File: src/rtl/mul_pkg.sv
// Shared types for the sequential radix-4 Booth multiplier.
// Optional early termination is enabled with MUL_EARLY_TERM_EN.
package mul_pkg;

  localparam int MUL_W = 32;

  typedef enum logic [1:0] {
    IDLE,
    BUSY,
    DONE
  } state_t;

  typedef enum logic [2:0] {
    D_Z,
    D_P1,
    D_P2,
    D_M1,
    D_M2
  } digit_t;

  localparam logic [2:0] ENC_Z0  = 3'b000;
  localparam logic [2:0] ENC_P1A = 3'b001;
  localparam logic [2:0] ENC_P1B = 3'b010;
  localparam logic [2:0] ENC_P2  = 3'b011;
  localparam logic [2:0] ENC_M2  = 3'b100;
  localparam logic [2:0] ENC_M1A = 3'b101;
  localparam logic [2:0] ENC_M1B = 3'b110;
  localparam logic [2:0] ENC_Z1  = 3'b111;

  function automatic int iter_of(input int w);
    return w / 2 + 1;
  endfunction

  // {Q[1:0],q_m1} -> Booth digit
  function automatic digit_t booth_enc(input logic [2:0] b);
    digit_t d;
    d = D_Z;
    unique case (b)
      ENC_Z0,  ENC_Z1:  d = D_Z;
      ENC_P1A, ENC_P1B: d = D_P1;
      ENC_P2:           d = D_P2;
      ENC_M2:           d = D_M2;
      ENC_M1A, ENC_M1B: d = D_M1;
      default:          d = D_Z;
    endcase
    return d;
  endfunction

endpackage

File: src/rtl/booth_pp_sel.sv
// Booth partial-product select: digit times extended multiplicand.
// Negative digits return the inverted magnitude plus a carry-in.
module booth_pp_sel
  import mul_pkg::*;
#(
  parameter int XW = 34
) (
  input  logic [2:0]    bits,
  input  logic [XW-1:0] mcx,
  output logic [XW-1:0] pp,
  output logic          cin
);

  digit_t        dig;
  logic [XW-1:0] mag;
  logic          neg;

  always_comb begin
    dig = booth_enc(bits);
    mag = '0;
    neg = 1'b0;
    unique case (dig)
      D_P1: mag = mcx;
      D_P2: mag = {mcx[XW-2:0], 1'b0};
      D_M1: begin
        mag = mcx;
        neg = 1'b1;
      end
      D_M2: begin
        mag = {mcx[XW-2:0], 1'b0};
        neg = 1'b1;
      end
      default: mag = '0;
    endcase
    pp  = neg ? ~mag : mag;
    cin = neg;
  end

endmodule

File: src/rtl/booth_mul_seq.sv
// Sequential radix-4 Booth multiplier, W x W -> 2W, signed or unsigned.
// MUL_EARLY_TERM_EN: finish early once the remaining multiplier bits are zero.
module booth_mul_seq
  import mul_pkg::*;
#(
  parameter int W    = MUL_W,
  parameter int ITER = iter_of(W)
) (
  input  logic           clk,
  input  logic           rst_n,
  input  logic           start,
  input  logic           sgn,
  input  logic [W-1:0]   mc,
  input  logic [W-1:0]   mp,
  output logic [2*W-1:0] p,
  output logic           done,
  output logic           busy
);

  localparam int XW = W + 2;
  localparam int CW = $clog2(ITER + 1);

  state_t        state;
  logic [XW-1:0] a;
  logic [XW-1:0] q;
  logic [XW-1:0] mcx;
  logic          qm1;
  logic [CW-1:0] cnt;

  logic [XW-1:0]     pp;
  logic              cin;
  logic [XW-1:0]     sum;
  logic [2*XW+2:0]   wide;
  logic [XW-1:0]     a_n;
  logic [XW-1:0]     q_n;
  logic              qm1_n;
  logic [2*XW-1:0]   aq;
  logic [2*XW-1:0]   aq_sh;
  logic              fin;
  logic [XW-1:0]     mc_ext;
  logic [XW-1:0]     mp_ext;

  booth_pp_sel #(
    .XW(XW)
  ) u_pp (
    .bits({q[1:0], qm1}),
    .mcx (mcx),
    .pp  (pp),
    .cin (cin)
  );

  assign mc_ext = sgn ? {{2{mc[W-1]}}, mc} : {2'b00, mc};
  assign mp_ext = sgn ? {{2{mp[W-1]}}, mp} : {2'b00, mp};

  assign sum  = a + pp + {{(XW-1){1'b0}}, cin};
  // Arithmetic shift of {A,Q,q_m1} by one digit
  assign wide  = {{2{sum[XW-1]}}, sum, q, qm1};
  assign a_n   = wide[2*XW+2:XW+3];
  assign q_n   = wide[XW+2:3];
  assign qm1_n = wide[2];
  assign aq    = {a, q};

`ifdef MUL_EARLY_TERM_EN
  logic [XW-1:0] mask;
  logic          zero;
  logic [CW:0]   sh;

  // Low bits of Q that still hold unprocessed multiplier digits
  assign mask  = {XW{1'b1}} >> {cnt, 1'b0};
  assign zero  = ((q & mask) == '0) && !qm1;
  assign fin   = (cnt == CW'(ITER)) || zero;
  assign sh    = {CW'(ITER) - cnt, 1'b0};
  assign aq_sh = $unsigned($signed(aq) >>> sh);
`else
  assign fin   = (cnt == CW'(ITER));
  assign aq_sh = aq;
`endif

  always_ff @(posedge clk or negedge rst_n) begin
    if (!rst_n) begin
      state <= IDLE;
      a     <= '0;
      q     <= '0;
      mcx   <= '0;
      qm1   <= 1'b0;
      cnt   <= '0;
      p     <= '0;
      done  <= 1'b0;
      busy  <= 1'b0;
    end else begin
      unique case (state)
        IDLE, DONE: begin
          if (start) begin
            mcx   <= mc_ext;
            q     <= mp_ext;
            a     <= '0;
            qm1   <= 1'b0;
            cnt   <= '0;
            done  <= 1'b0;
            busy  <= 1'b1;
            state <= BUSY;
          end
        end
        BUSY: begin
          if (fin) begin
            p     <= aq_sh[2*W-1:0];
            done  <= 1'b1;
            busy  <= 1'b0;
            state <= DONE;
          end else begin
            a   <= a_n;
            q   <= q_n;
            qm1 <= qm1_n;
            cnt <= cnt + 1'b1;
          end
        end
        default: state <= IDLE;
      endcase
    end
  end

endmodule

File: config.mk
export PLATFORM = sky130hd
export DESIGN_NAME = booth_mul_seq
export DESIGN_NICKNAME = d
export VERILOG_FILES = /design/src/rtl/mul_pkg.sv /design/src/rtl/booth_pp_sel.sv /design/src/rtl/booth_mul_seq.sv
export SDC_FILE = /design/constraint.sdc
export NUM_CORES = 1
export LEC_CHECK = 0
export CAP_MARGIN = 20
export CORE_UTILIZATION = 55
export DETAILED_ROUTE_END_ITERATION = 16
export GPL_ROUTABILITY_DRIVEN = 0
export PLACE_DENSITY_LB_ADDON = 0.3
export SYNTH_ARGS = -nofsm -noshare
export SYNTH_HDL_FRONTEND = slang
export SYNTH_SLANG_ARGS = --single-unit
File: constraint.sdc
create_clock -name clk -period 4.5 [get_ports clk]
set_input_delay 0.675 -clock clk [delete_from_list [all_inputs] [get_ports clk]]
set_output_delay 0.675 -clock clk [all_outputs]
set_load 0.005 [all_outputs]
==> flow_summary.ini <==
[status]
status = complete, no violations

[cells_and_area]
antennaDiodeCount = 0
drive_above_1_share = 0.120
area_growth_pct = 23.5
final_nets = 1188

[placed_design]
dp_hpwl_mm = 14.4
port_buffers = 133

[clock_tree]
post_cts_resized = 0
cts.htree.levels = 4
clockRootBuffer = clkbuf_16
cts_buffer_depth = 2
worstSkewPairLatency_ns = 0.43
tritoncts = built
hold_buffers = 0
cts_inserted_buffers = 17
clk_pin_slew_ns = 0.06
post-cts-setup-buffers = 0
clock_sinks = 173

[synth]
synthAdderAreaFrac = 0.0508
synth_area_leaders = dfrtp_1 47%, nand2_1 8.6%, mux2_2 7.5%
synth_edf_count = 0
synth_common_cells = 212 x nand2_1, 173 x dfrtp_1, 62 x mux2_2
synth-seq-cells = 173
synth_top_family_by_area = simple AND/OR/NAND/NOR gates
yosysTopAreaCellShare = 0.467
synthesis.nets = 1076
postSynthCellCount = 971
syn_avg_cell_area_sq_um = 9.54
yosysWarnings = 0
yosysMostFrequentCell = nand2_1
synth.distinct_cells = 63
synth.largest_area_cell = dfrtp_1
muxShareOfSynthArea = 0.0754
synth_compound_area_frac = 0.153
yosys_most_used_dff = dfrtp_1
async_reset_ff_frac = 1.00
seq_area_frac_synth = 0.467
synth-xor-area-share = 0.0596
syn-cell-area_sq_um = 9270
synthSimpleGateAreaFrac = 0.165

[setup_path]
reg2reg_from = q[0]
required_ns = 4.81
cp-start-kind = register
worstPathArrival_ns = 4.50
cp_max_fo = 17
critPathKind = reg2reg
reg2reg_to = a[28]
r2r_cells = 15
cp-end-kind = register
ff2ff_setup_slack_ns = 0.31

[timing]
worst_clock_skew_ns = 0.0162
finalCritPeriodShare = 0.931
rsz0062_at_grt = no
final.setup.tns_ns = 0
setup_viol = 0
finalHoldViolCount = 0
tightestPinTransition_ns = 0.972
slew_headroom = 0.352
slew_viol_final = 0
period_needed_ns = 4.19
max_freq_mhz = 239

[floorplan]
die_w_um = 132
die_h_um = 132
die-area_sq_um = 17400
rows = 47
core_area_sq_um = 16500
start_util = 0.561
io_pins = 134

[grt]
grt_pass1_vias = 7318
grt-ovfl-total = 0
grt_max_degree = 82
grt_pass1_wl_mm = 36.2
antenna_found_initial = 0
track_usage = 0.260

[route]
drc = 0
ant_nets = 0
drtIter0Drc = 487
wl_per_cell_um = 16.4
vias = 7474
drt-total-wl_mm = 21.5
vias_per_cell = 5.68
dr.pass1.iters = 7

[job]
maxCapViolCount = 0

[min_path]
min_path_type = in2async
logic make-up (layout without fill, tap and decap cells):
family	count (synthesis)	in the layout
AOI/OAI and AO/OA	218	218
xor gates and xnor gates	63	63
adders and majority gates	37	37
buffers and inverters	66	191
DFF	173	173
muxes	62	62
and+or+nand+nor	352	352
layout make-up:
class                      count  area [sq um]
inverter                      10          37.5
clock inverter                 8           129
sequential                   173          4330
timing repair buffer         149          1500
multi-input combinational    732          4690
tap                          220           275
clock buffer                  24           482
fill                        1259          5080
worst max-delay path, stage by stage, from the launching register on:
cell     delay (ns)
dfrtp_1        0.38
inv_1          0.07
ha_1           0.44
o21ba_2        0.52
buf_4          0.31
a22oi_1        0.15
xnor2_1        0.25
ha_1           0.34
a21o_1         0.21
a21o_1         0.20
a21o_1         0.17
a21oi_1        0.13
o21ai_0        0.09
a21o_1         0.19
or3_1          0.34
a32o_1         0.25
how the worst max path moves through the flow:
stage / cells after the start / to / slack (ns) / start
6_report: 15 / a[28] / 0.31 / q[0]
5_1_grt: 15 / a[28] / 0.07 / q[0]
4_1_cts: 15 / a[28] / 0.36 / q[0]
3_5_place_dp: 15 / a[32] / 0.42 / q[0]
3_3_place_gp: 15 / a[32] / 0.56 / q[0]
2_1_floorplan: 17 / a[28] / 0.81 / q[0]
cells in the final DEF (no fill, tap or decap), types with 32 or more instances in the layout:
master	count
clkdlybuf4s50_1	132
xnor2_1	50
a31oi_1	37
o21ai_0	46
ha_1	36
a22oi_1	32
mux2_2	62
dfrtp_1	173
nand3_1	33
a21oi_1	40
nand2_1	211
nor2_1	52
registers in the layout (all words and copies together) (netlist names):
register,flops
p,64
q,34
mcx,33
a,32
cnt,5
state,2
busy,1
done,1
qm1,1
stage by stage:
| stage | instance area, sq um | worst slack, ns | utilization | cells | hold slack, ns |
|---|---|---|---|---|---|
| after global placement | 10800 | 0.560 | 0.654 | 1283 | 0.458 |
| final | 11400 | 0.309 | 0.693 | 1316 | 0.273 |
| after detailed placement | 10800 | 0.415 | 0.654 | 1283 | 0.463 |
| after floorplan | 9270 | 0.810 | - | 971 | 0.379 |
| after global routing | 11400 | 0.0682 | 0.693 | 1316 | 0.340 |
| after CTS | 11400 | 0.359 | 0.691 | 1315 | 0.318 |
layer usage:
metal | share of wire | track usage | vias up
met4 | 0.022 | 0.0930 | 0
met1 | 0.46 | 0.355 | 3623
met3 | 0.041 | 0.0473 | 33
li1 | - | - | 3629
met2 | 0.48 | 0.417 | 189
met5 | 0 | 0 | -
Power is left out: the tool's default activity adds up to more than one toggle a clock period on the data nets, which glitch-free logic cannot reach.
==> patch (same settings) <==
The 3 states of `state_t` get a one-hot encoding in 3 bits.
--- a/src/rtl/mul_pkg.sv
+++ b/src/rtl/mul_pkg.sv
@@ -4,10 +4,10 @@
 
   localparam int MUL_W = 32;
 
-  typedef enum logic [1:0] {
-    IDLE,
-    BUSY,
-    DONE
+  typedef enum logic [2:0] {
+    IDLE = 3'b001,
+    BUSY = 3'b010,
+    DONE = 3'b100
   } state_t;
 
   typedef enum logic [2:0] {
Check against the original RTL: same outputs for any inputs over 10 cycles, from zero or initial values and one cycle with rst_n low; not proved beyond that.
==> patch against the original RTL <==
Via count is 3.7% lower. Worst setup slack better by 100 ps. Area after synthesis is 1.8% lower. Sequential share of layout area is 0.80 points higher. Wire length is 2.7% lower. Non-clock buffer count stayed put. Synthesized cell count is 5.7% lower. Sequential cell count is 1 higher. Design area is 1.5% lower. Critical path depth is 2 higher.
==> patch: results (changes against the original RTL) <==
| Metric | Value |
|---|---|
| Outcome | finished, final reports clean |
| Clk buf depth | 2 (unchanged) |
| Worst slew margin | 0.280 (-0.0712) |
| Initial DRC Count | 520 (+6.8%) |
| Post-synth cell types | 67 (+6.3%) |
| Pin count of the biggest net entering global routing | 109 (+33%) |
| Largest cells by area after synthesis | dfrtp_1 48%, mux2_2 7.8%, nand2_1 6.4%, xnor2_1 5.0%, ha_1 5.0% |
| Port bufs | 133 (unchanged) |
| Main synth FF type | dfrtp_1 |
| Syn Nets | 1021 (-5.1%) |
| CP arrival | 4390 ps (-110 ps) |
| GRT Util Overall | 0.265 (+0.00543) |
| Post-CTS setup buffer count | 0 (unchanged) |
| DRT Pass-1 Iters | 5 (-2) |
| Post-detail-place hpwl | 14.2 mm (-1.5%) |
| Final Skew | 14.0 ps (-2.17 ps) |
| Final net count | 1138 (-4.2%) |
| Max cap viols | 0 (unchanged) |
| Met3 wire len | 787 um (-11%) |
| Total wire length | 21.0 mm (-2.7%) |
| Commonest cells in the synthesized netlist | 173 x dfrtp_1, 154 x nand2_1, 82 x nor2_1, 63 x mux2_2, 52 x xnor2_1 |
| Met1 WL | 9.83 mm (-0.25%) |
| Placement Setup Slack | 436 ps (+20.6 ps) |
| FILL cells | 1269 (+0.79%) |
| Resized Gates After CTS | 0 (unchanged) |
| Seq/Total Area, Yosys | 0.479 (+0.0116) |
| First-pass GRT wire length | 35.0 mm (-3.4%) |
| Total length of routed met2 wires | 9.89 mm (-4.3%) |
| Layout cells sized above 1 | 0.133 (+0.0134) |
| Root buffer cell | clkbuf_16 |
| DR vias | 7199 (-3.7%) |
| Number of flops mapped to enable cells by yosys | 0 (unchanged) |
==> patch: layer usage <==
layer / vias to the layer above / global-route usage
met4: 0 / 0.108
met3: 31 / 0.0456
li1: 3448 / -
met1: 3551 / 0.356
met5: - / 0
met2: 169 / 0.429
==> patch: area by class of cell <==
cell class | count | area [um2] | share of cell area
Clock buffer | 17 | 425 | 0.0377
Timing Repair Buffer | 149 | 1460 | 0.129
Tap cell | 216 | 270 | 0.0240
Clock inverter | 15 | 211 | 0.0188
Inverter | 13 | 48.8 | 0.00433
Sequential cell | 174 | 4360 | 0.386
Multi-Input combinational cell | 678 | 4510 | 0.400
==> patch: through the flow <==
stage	area [um2]	hold WS, ps	cells	utilization	total power [mW]
2_1_floorplan	9090	379	916	-	7.19
3_3_place_gp	10600	470	1230	0.665	8.51
3_5_place_dp	10600	485	1230	0.665	8.63
4_1_cts	11300	400	1262	0.705	10.3
5_1_grt	11300	431	1262	0.705	11.1
6_report	11300	333	1262	0.705	10.3
==> patch: worst max-delay path, stage by stage, from the launching register on <==
cell      delay, ps
dfrtp_1         350
inv_1            70
ha_1            440
a21oi_2         160
buf_4           240
buf_6           220
a22oi_1         120
xnor2_1         140
ha_1            410
a211oi_1        320
a211oi_1        150
o41ai_1         350
o22ai_1         130
a21oi_1         180
nand3_1         130
a41oi_1         260
xor2_1          200
o21ai_0          90
==> patch: final timing paths <==
path	to	start	cells past startpoint	slack, ps
worst min-delay path	p[10]	rst_n	1	330
worst max register to register	a[29]	q[0]	17	410
max in group asynchronous	state[0]	rst_n	2	3080
worst max-delay path	a[29]	q[0]	17	410
min in group clk	p[48]	p[48]	1	500
worst min register to register	p[48]	p[48]	1	500
==> patch: logic make-up after synthesis <==
logic type / count (synthesis) / share of synthesized area
flip-flops: 174 / 0.479
AO/OA/AOI/OAI: 209 / 0.154
multiplexers: 64 / 0.0792
AND/OR/NAND/NOR: 297 / 0.139
buffers and inverters: 64 / 0.0283
adder cells (fa/ha/maj): 37 / 0.0517
XOR/XNOR: 71 / 0.0684
==> patch: power by group through the flow <==
stage / clock (mW) / sequential [mW] / combinational, mW
2_1_floorplan: 0 / 2.34 / 4.85
3_3_place_gp: 0 / 2.46 / 6.05
3_5_place_dp: 0 / 2.47 / 6.16
4_1_cts: 1.60 / 2.46 / 6.23
5_1_grt: 1.66 / 2.52 / 6.91
6_report: 1.57 / 2.46 / 6.25
